[src/rtl/pipe_pkg.sv]
// Shared definitions for the pipeline-stage registers.
// The state encoding is {skid_valid, main_valid}.
package pipe_pkg;

    localparam int unsigned PC_W    = 32;
    localparam int unsigned INSTR_W = 32;

    localparam logic [INSTR_W-1:0] NOP_INSTR = 32'h0000_0000;

    localparam logic [1:0] ST_EMPTY = 2'b00;
    localparam logic [1:0] ST_ONE   = 2'b01;
    localparam logic [1:0] ST_FULL  = 2'b11;

    typedef enum logic [1:0] {
        S_EMPTY = ST_EMPTY,
        S_ONE   = ST_ONE,
        S_FULL  = ST_FULL
    } stage_state_e;

    function automatic logic [1:0] occupancy_of(input logic main_v, input logic skid_v);
        return {1'b0, main_v} + {1'b0, skid_v};
    endfunction

endpackage

[src/rtl/pipe_skid_reg.sv]
// Valid/ready pipeline-stage register with flush-to-NOP and an optional
// two-entry skid buffer that registers In_Ready.
module pipe_skid_reg
    import pipe_pkg::*;
#(
    parameter int unsigned       DATA_W    = PC_W + INSTR_W,
    parameter logic [DATA_W-1:0] NOP_VALUE = {DATA_W{1'b0}},
    parameter int unsigned       SKID      = 1
) (
    input  logic              Clk,
    input  logic              Rst_n,
    input  logic              Flush,
    input  logic              In_Valid,
    output logic              In_Ready,
    input  logic [DATA_W-1:0] In_Data,
    output logic              Out_Valid,
    input  logic              Out_Ready,
    output logic [DATA_W-1:0] Out_Data,
    output logic [1:0]        Occupancy
);

    generate
        if (SKID != 0) begin : g_skid
            stage_state_e      state_q, state_d;
            logic [DATA_W-1:0] main_q, main_d;
            logic [DATA_W-1:0] skid_q, skid_d;
            logic              in_ready_q, in_ready_d;
            logic              main_valid, skid_valid;
            logic              push, pop;

            assign main_valid = (state_q != S_EMPTY);
            assign skid_valid = (state_q == S_FULL);
            assign push       = In_Valid & in_ready_q;
            assign pop        = main_valid & Out_Ready;

            always_comb begin
                state_d = state_q;
                main_d  = main_q;
                skid_d  = skid_q;
                if (Flush) begin
                    state_d = S_EMPTY;
                end else begin
                    case (state_q)
                        S_EMPTY: begin
                            if (push) begin
                                main_d  = In_Data;
                                state_d = S_ONE;
                            end
                        end
                        S_ONE: begin
                            if (push && pop) begin
                                main_d = In_Data;
                            end else if (push) begin
                                skid_d  = In_Data;
                                state_d = S_FULL;
                            end else if (pop) begin
                                state_d = S_EMPTY;
                            end
                        end
                        S_FULL: begin
                            if (pop) begin
                                main_d  = skid_q;
                                state_d = S_ONE;
                            end
                        end
                        default: state_d = S_EMPTY;
                    endcase
                end
                // Ready is decided from the next state so it is a clean flop output.
                in_ready_d = (state_d != S_FULL);
            end

            always_ff @(posedge Clk or negedge Rst_n) begin
                if (!Rst_n) begin
                    state_q    <= S_EMPTY;
                    main_q     <= NOP_VALUE;
                    skid_q     <= NOP_VALUE;
                    in_ready_q <= 1'b0;
                end else begin
                    state_q    <= state_d;
                    main_q     <= main_d;
                    skid_q     <= skid_d;
                    in_ready_q <= in_ready_d;
                end
            end

            assign In_Ready  = in_ready_q;
            assign Out_Valid = main_valid;
            assign Out_Data  = main_valid ? main_q : NOP_VALUE;
            assign Occupancy = occupancy_of(main_valid, skid_valid);
        end else begin : g_single
            stage_state_e      state_q, state_d;
            logic [DATA_W-1:0] main_q, main_d;
            logic              started_q;
            logic              main_valid;
            logic              in_ready;
            logic              push, pop;

            assign main_valid = (state_q == S_ONE);
            // started_q holds ready low until the first edge after reset release.
            assign in_ready   = started_q & (~main_valid | Out_Ready);
            assign push       = In_Valid & in_ready;
            assign pop        = main_valid & Out_Ready;

            always_comb begin
                state_d = state_q;
                main_d  = main_q;
                if (Flush) begin
                    state_d = S_EMPTY;
                end else if (push) begin
                    main_d  = In_Data;
                    state_d = S_ONE;
                end else if (pop) begin
                    state_d = S_EMPTY;
                end
            end

            always_ff @(posedge Clk or negedge Rst_n) begin
                if (!Rst_n) begin
                    state_q   <= S_EMPTY;
                    main_q    <= NOP_VALUE;
                    started_q <= 1'b0;
                end else begin
                    state_q   <= state_d;
                    main_q    <= main_d;
                    started_q <= 1'b1;
                end
            end

            assign In_Ready  = in_ready;
            assign Out_Valid = main_valid;
            assign Out_Data  = main_valid ? main_q : NOP_VALUE;
            assign Occupancy = occupancy_of(main_valid, 1'b0);
        end
    endgenerate

endmodule
[config.mk]
export PLATFORM = sky130hd
export DESIGN_NAME = pipe_skid_reg
export DESIGN_NICKNAME = d
export VERILOG_FILES = /design/src/rtl/pipe_pkg.sv /design/src/rtl/pipe_skid_reg.sv
export SDC_FILE = /design/constraint.sdc
export NUM_CORES = 1
export LEC_CHECK = 0
export CAP_MARGIN = 15
export CORE_MARGIN = 5
export CORE_UTILIZATION = 40
export DETAILED_ROUTE_END_ITERATION = 8
export PLACE_DENSITY = 0.68
export SYNTH_ARGS = -nofsm -noshare
export SYNTH_HDL_FRONTEND = slang
export SYNTH_SLANG_ARGS = --single-unit
[constraint.sdc]
create_clock -name Clk -period 2 [get_ports Clk]
set_clock_uncertainty 0.2 [all_clocks]
set_input_delay 0.3 -clock Clk [delete_from_list [all_inputs] [get_ports Clk]]
set_output_delay 0.3 -clock Clk [all_outputs]
set_load 0.1 [all_outputs]
==> metrics.csv, run 1 <==
metric,value,unit
status,"finished, violations left",
failing checks,setup timing,
Post-DP HPWL,10420,um
post-route core utilization,71.21,%
pin count of the biggest net entering global routing,45,
fin. max-slew vios,0,
core area,0.01526,sq mm
Fin. Hold Viols,0,
crit path DAT,1.81,ns
cell area after layout,0.01087,sq mm
num ports,137,
post-route insts no fill,855,
vias in the first global route,4730,
RD Place Congestion,0.7634,
Relative slew margins,69.74,%
DR DRC count,0,
drt first pass iters,4,
Core Rows,45,
crit path max fanout,8,
Ant. Diodes,0,
post-synthesis async set-or-reset flop share,100.0,%
die area,0.01817,sq mm
Initial Utilization,40.84,%
Vias/cell,4.936,
Root Buffer,clkbuf_16,
Mapped Area,0.006231,sq mm
max-cap violations,0,
sequential area share after synthesis,52.61,%
metal1 wirelength,7520,um
Period minus WS final,2.305,ns
WL/cell,20.47,um
P_leak,4.762,nW
CTS tree,yes,
die width,134.8,um
Worst EP required,1.50,ns
"Clk pin slew, worst setup/hold paths",0.05,ns
Synth cell types,23,
Max VDD drop,0.7470,mV
Syn Inst Count,440,
RSZ-0062 raised after global routing,yes,
PnR Total Power,13.47,mW
Pwr per Cell Area,1239,mW/mm^2
setup slack at placement,-0.2778,ns
"Primary FF master, synth",dfrtp_1,
#FFs+latches synth,131,
"EDFF count, synth",0,
area delta synth->final,74.38,%
DR vias,4220,
worst setup margin,-0.3052,ns
initial antenna violation count,0,
DR iter-0 viols,180,
"Cell Area, Placed",0.009450,sq mm
gr ovfl total,0,
DR WL met2,8962,um
port bufs,136,
met3 wire length,747,um
uppermost layer routed,met4,
Final Cycle Share,115.3,%
YS warnings,0,
Clock Latency Late Sink,0.42,ns
syn avg cell area,14.16,sq um
type of origin of the critical path,flop,
wire length of the first global-routing pass,25910,um
Worst setup EP type,primary output,
WL final,17500,um
Routed Antenna Nets,0,
placed insts,793,
worst min path class,in -> async,
H-tree levels,4,
final setup vio count,192,
fillcell total,978,
max frequency,433.8,MHz
clock sinks,131,
Nets,708,
Syn Nets,514,
share of cells above drive strength 1,66.77,%
Vert. Die Dim,134.8,um
"setup slack, reg-to-reg",-0.30,ns
Clock Path Buffers,2,
Setup CP Type,reg -> out,
TritonCTS buffer count,17,
gr usage total,18.50,%
Least-Margin Pin Slew,0.4539,ns
## stage by stage
step / TNS, ns / hold slack (ns)
after floorplan: -6.810 / -0.1956
after detailed placement: -26.96 / 0.06457
after CTS: -27.36 / 0.2017
final: -44.52 / 0.1875
after global routing: -55.40 / 0.2211
after global placement: -22.12 / 0.06118
## path summary, 6_finish.rpt
check | start | end | depth (start not counted)
worst min-delay path | Rst_n | g_skid.main_q[29] | 2
worst max register to register | g_skid.state_q[1] | g_skid.main_q[20] | 10
worst max-delay path | g_skid.state_q[1] | Out_Data[34] | 7
max in group asynchronous | Rst_n | g_skid.skid_q[62] | 3
min in group Clk | g_skid.skid_q[37] | g_skid.skid_q[37] | 1
worst min register to register | g_skid.skid_q[37] | g_skid.skid_q[37] | 1
## timing repair
item	CTS	global route
gates cloned	8	10
endpoints found under the setup margin	192	195
endpoints found under the hold margin	57	0
hold buffers	1	0
buffers inserted	8	8
gates resized for setup	37	44
pin swaps	2	4
## layout make-up
type,instances,area (sq um),share of cell area (%)
inverters,4,17.52,0.1612
well taps,211,264.0,2.430
repair buffers,202,3171,29.18
multi-input cells,278,3592,33.06
clock inverters,7,85.08,0.7831
flip-flops and latches,131,3282,30.21
clock buffers,22,454.2,4.180
## placed cells by master (no fill, tap or decap), types with 2 or more instances in the layout
master | Yosys | layout
clkbuf_16 | 0 | 26
bufinv_16 | 0 | 2
clkinv_2 | 0 | 5
buf_16 | 0 | 12
ha_4 | 0 | 3
buf_12 | 0 | 82
buf_8 | 0 | 4
dfrtp_1 | 131 | 130
mux2_2 | 173 | 111
a21oi_1 | 3 | 3
buf_4 | 0 | 19
buf_6 | 12 | 8
nor2b_4 | 0 | 64
mux2_4 | 0 | 81
clkdlybuf4s50_1 | 0 | 67
clkbuf_1 | 10 | 4
inv_2 | 0 | 2
## cells by family (layout without fill, tap and decap cells)
group	count (synthesis)	in the layout	share of synthesized area, %
AOI/OAI and AO/OA	8	8	0.8231
DFF	131	131	52.61
and+or+nand+nor	73	73	7.510
muxes	192	192	34.70
buffers and inverters	31	235	3.353
adders and majority gates	5	5	1.004
## sequential cells by signal, summed over array words and instances, names as in the netlist
| register | cells |
|---|---|
| In_Ready | 1 |
| g_skid.main_q | 64 |
| g_skid.skid_q | 64 |
| g_skid.state_q | 2 |
## cells in the mapped netlist (2+ instances only)
library cell  instances  area, sq um
mux2_2              173         1948
dfrtp_1             131         3278
nor2b_1              64        400.4
mux2_1               19        214.0
buf_6                12        135.1
clkbuf_1             10        37.54
ha_1                  5        62.56
inv_1                 4        15.01
a21oi_1               3        15.01
buf_1                 3        11.26
a22oi_1               2        15.01
buf_2                 2        10.01
nand2_1               2        7.510
## metal layers
layer	vias up	track usage, %
met5	-	0
met4	0	5.543
met3	18	5.589
met2	87	31.52
met1	2185	22.68
li1	1930	-
## worst max-delay path, stage by stage (launching register included)
cell and delay (ns):
dfrtp_1 0.37, inv_2 0.06, ha_4 0.17, buf_12 0.12, buf_12 0.15, buf_12 0.15, nor2b_4 0.16, buf_12 0.19
## where the power goes
| group | switching, mW | internal (mW) | total [mW] |
|---|---|---|---|
| clock | 1.10 | 1.83 | 2.94 |
| combinational | 2.95 | 3.27 | 6.22 |
| sequential | 0.594 | 3.72 | 4.31 |
| total | 4.64 | 8.82 | 13.5 |
No activity file was read; power rests on OpenSTA's default activity.
==> run 2, diff against run 1 <==
--- a/config.mk
+++ b/config.mk
@@ -9,6 +9,7 @@
 export CORE_MARGIN = 5
 export CORE_UTILIZATION = 40
 export DETAILED_ROUTE_END_ITERATION = 8
+export HOLD_SLACK_MARGIN = 0.03
 export PLACE_DENSITY = 0.68
 export SYNTH_ARGS = -nofsm -noshare
 export SYNTH_HDL_FRONTEND = slang
==> results of run 2 <==
The final DEF is identical to that of run 1; final timing and power are the same.
==> run 3, diff against run 2 <==
--- a/config.mk
+++ b/config.mk
@@ -14,3 +14,4 @@
 export SYNTH_ARGS = -nofsm -noshare
 export SYNTH_HDL_FRONTEND = slang
 export SYNTH_SLANG_ARGS = --single-unit
+export TNS_END_PERCENT = 30
==> run 3 against run 2 <==
The run still ends with setup timing left; highest routed layer is now met5; clock power rose by 4%; sequential power down 0.9%; wire length down 8.2%; worst hold slack worse by 0.013 ns; sequential share of layout area is 1.3 points higher; setup slack improved by 0.11 ns; utilization shrank 3.1 points; combinational power is 7.9% lower; final cell count shrank 1.6%; total power shrank 3.0%; register-to-register slack gained 0.12 ns.
==> metrics.csv, run 3 (synthesized netlist as in run 1, its figures left out) <==
metric,value,unit
grt met3 use,4.844,%
WL final,16070,um
DR iter-0 viols,120,
initial antenna violation count,1,
fin. max-slew vios,0,
Core Rows,45,
num ports,137,
Ant. Diodes,0,
Worst EP required,1.50,ns
final setup vio count,191,
Least-Margin Pin Slew,0.4537,ns
DR vias,4116,
DR DRC count,0,
worst r2r path cells,9,
area delta synth->final,66.85,%
H-tree levels,4,
failing checks,setup timing,
worst r2r dst,g_skid.main_q[24],
placed insts,790,
Fin. Hold Viols,0,
Setup CP Type,reg -> out,
largest registers,"g_skid.main_q x64, g_skid.skid_q x64, g_skid.state_q x2",
port bufs,136,
wire length of the first global-routing pass,24900,um
worst min path class,in -> async,
RSZ-0062 raised after global routing,yes,
die width,134.8,um
worst reg2reg path startpoint,g_skid.state_q[1],
core area,0.01526,sq mm
status,"finished, violations left",
gr ovfl total,0,
Post-DP HPWL,10040,um
CTS tree,yes,
worst setup margin,-0.1929,ns
Vert. Die Dim,134.8,um
"Clk pin slew, worst setup/hold paths",0.05,ns
Pwr per Cell Area,1257,mW/mm^2
drt first pass iters,4,
Routed Antenna Nets,0,
Period minus WS final,2.193,ns
Max VDD drop,0.6909,mV
gr usage total,17.73,%
WL/cell,19.11,um
RD Place Congestion,0.7465,
GR Layer Usage met2,30.49,%
crit path DAT,1.69,ns
post-route insts no fill,841,
max frequency,456.0,MHz
"most common cell after layout, fill and taps aside",mux2_2,
Root Buffer,clkbuf_16,
clock sinks,131,
Relative slew margins,69.75,%
P_leak,4.445,nW
Hold WS,0.1747,ns
crit path max fanout,8,
most frequent cells in the layout,"mux2_2, dfrtp_1, buf_12, clkdlybuf4s50_1, nor2b_4",
max-cap violations,0,
TritonCTS buffer count,17,
Nets,691,
type of origin of the critical path,flop,
"setup slack, reg-to-reg",-0.18,ns
vias in the first global route,4637,
Vias/cell,4.894,
M1 GR Usage,21.55,%
Initial Utilization,40.84,%
Worst setup EP type,primary output,
pin count of the biggest net entering global routing,41,
Final TNS setup,-28.69,ns
busiest metal layer after global routing,met2,
Clock Latency Late Sink,0.41,ns
die area,0.01817,sq mm
Clock Path Buffers,2,
post-route core utilization,68.13,%
Final Cycle Share,109.6,%
share of cells above drive strength 1,62.22,%
fillcell total,998,
setup slack at placement,-0.3477,ns
-- run 3: changes by cell type in the layout (fill, tap and decap cells not counted), sizes merged --
cell,change
clkinv,-1
clkinvlp,+3
buf,-11
clkbuf,-5
-- run 3: area by class of cell --
class	instances	area (sq um)	area share, %
flip-flops and latches	131	3278	31.53
repair buffers	185	2865	27.56
inverters	4	15.01	0.1444
multi-input cells	278	3383	32.54
clock inverters	9	102.6	0.9869
clock buffers	23	488.0	4.694
well taps	211	264.0	2.539
-- run 3: power by group --
part	leakage (nW)	internal [mW]	switching (mW)	total, mW
clock network	0.285	1.96	1.10	3.06
logic	2.60	2.87	2.86	5.73
registers	1.56	3.71	0.560	4.27
total	4.45	8.54	4.52	13.1
-- run 3: metal layers --
layer  vias to the layer above  wire (um)
met2                        89       8417
met5                         -         13
met3                        20        643
li1                       1891          -
met4                         2        206
met1                      2114       6792
-- run 3: timing repair --
item,CTS,global route
pin swaps,2,0
cloned,8,4
buffers inserted,5,1
endpoints found under the hold margin,76,0
hold buffers,1,0
resized for setup,29,37
setup endpoints to repair,191,195
-- run 3: how the worst max path moves through the flow --
stage	start	to	cells after the start
after detailed placement	In_Valid	g_skid.main_q[53]	6
after global routing	g_skid.state_q[0]	Out_Data[1]	6
after CTS	g_skid.state_q[1]	Out_Data[0]	6
after floorplan	In_Ready	g_skid.skid_q[3]	5
after global placement	In_Valid	g_skid.main_q[53]	6
final	g_skid.state_q[1]	Out_Data[1]	6
-- run 3: worst max-delay path: stages, from the launching register on --
cell     delay [ns]
dfrtp_1        0.36
inv_2          0.06
ha_4           0.19
buf_12         0.15
buf_16         0.16
nor2b_4        0.16
buf_12         0.19
-- run 3: through the flow --
step	instance area (sq um)	total power, mW
finish	10400	13.06
global route	10400	13.60
global placement	9211	9.294
floorplan	6838	7.821
detailed placement	9211	9.470
CTS	10170	12.90
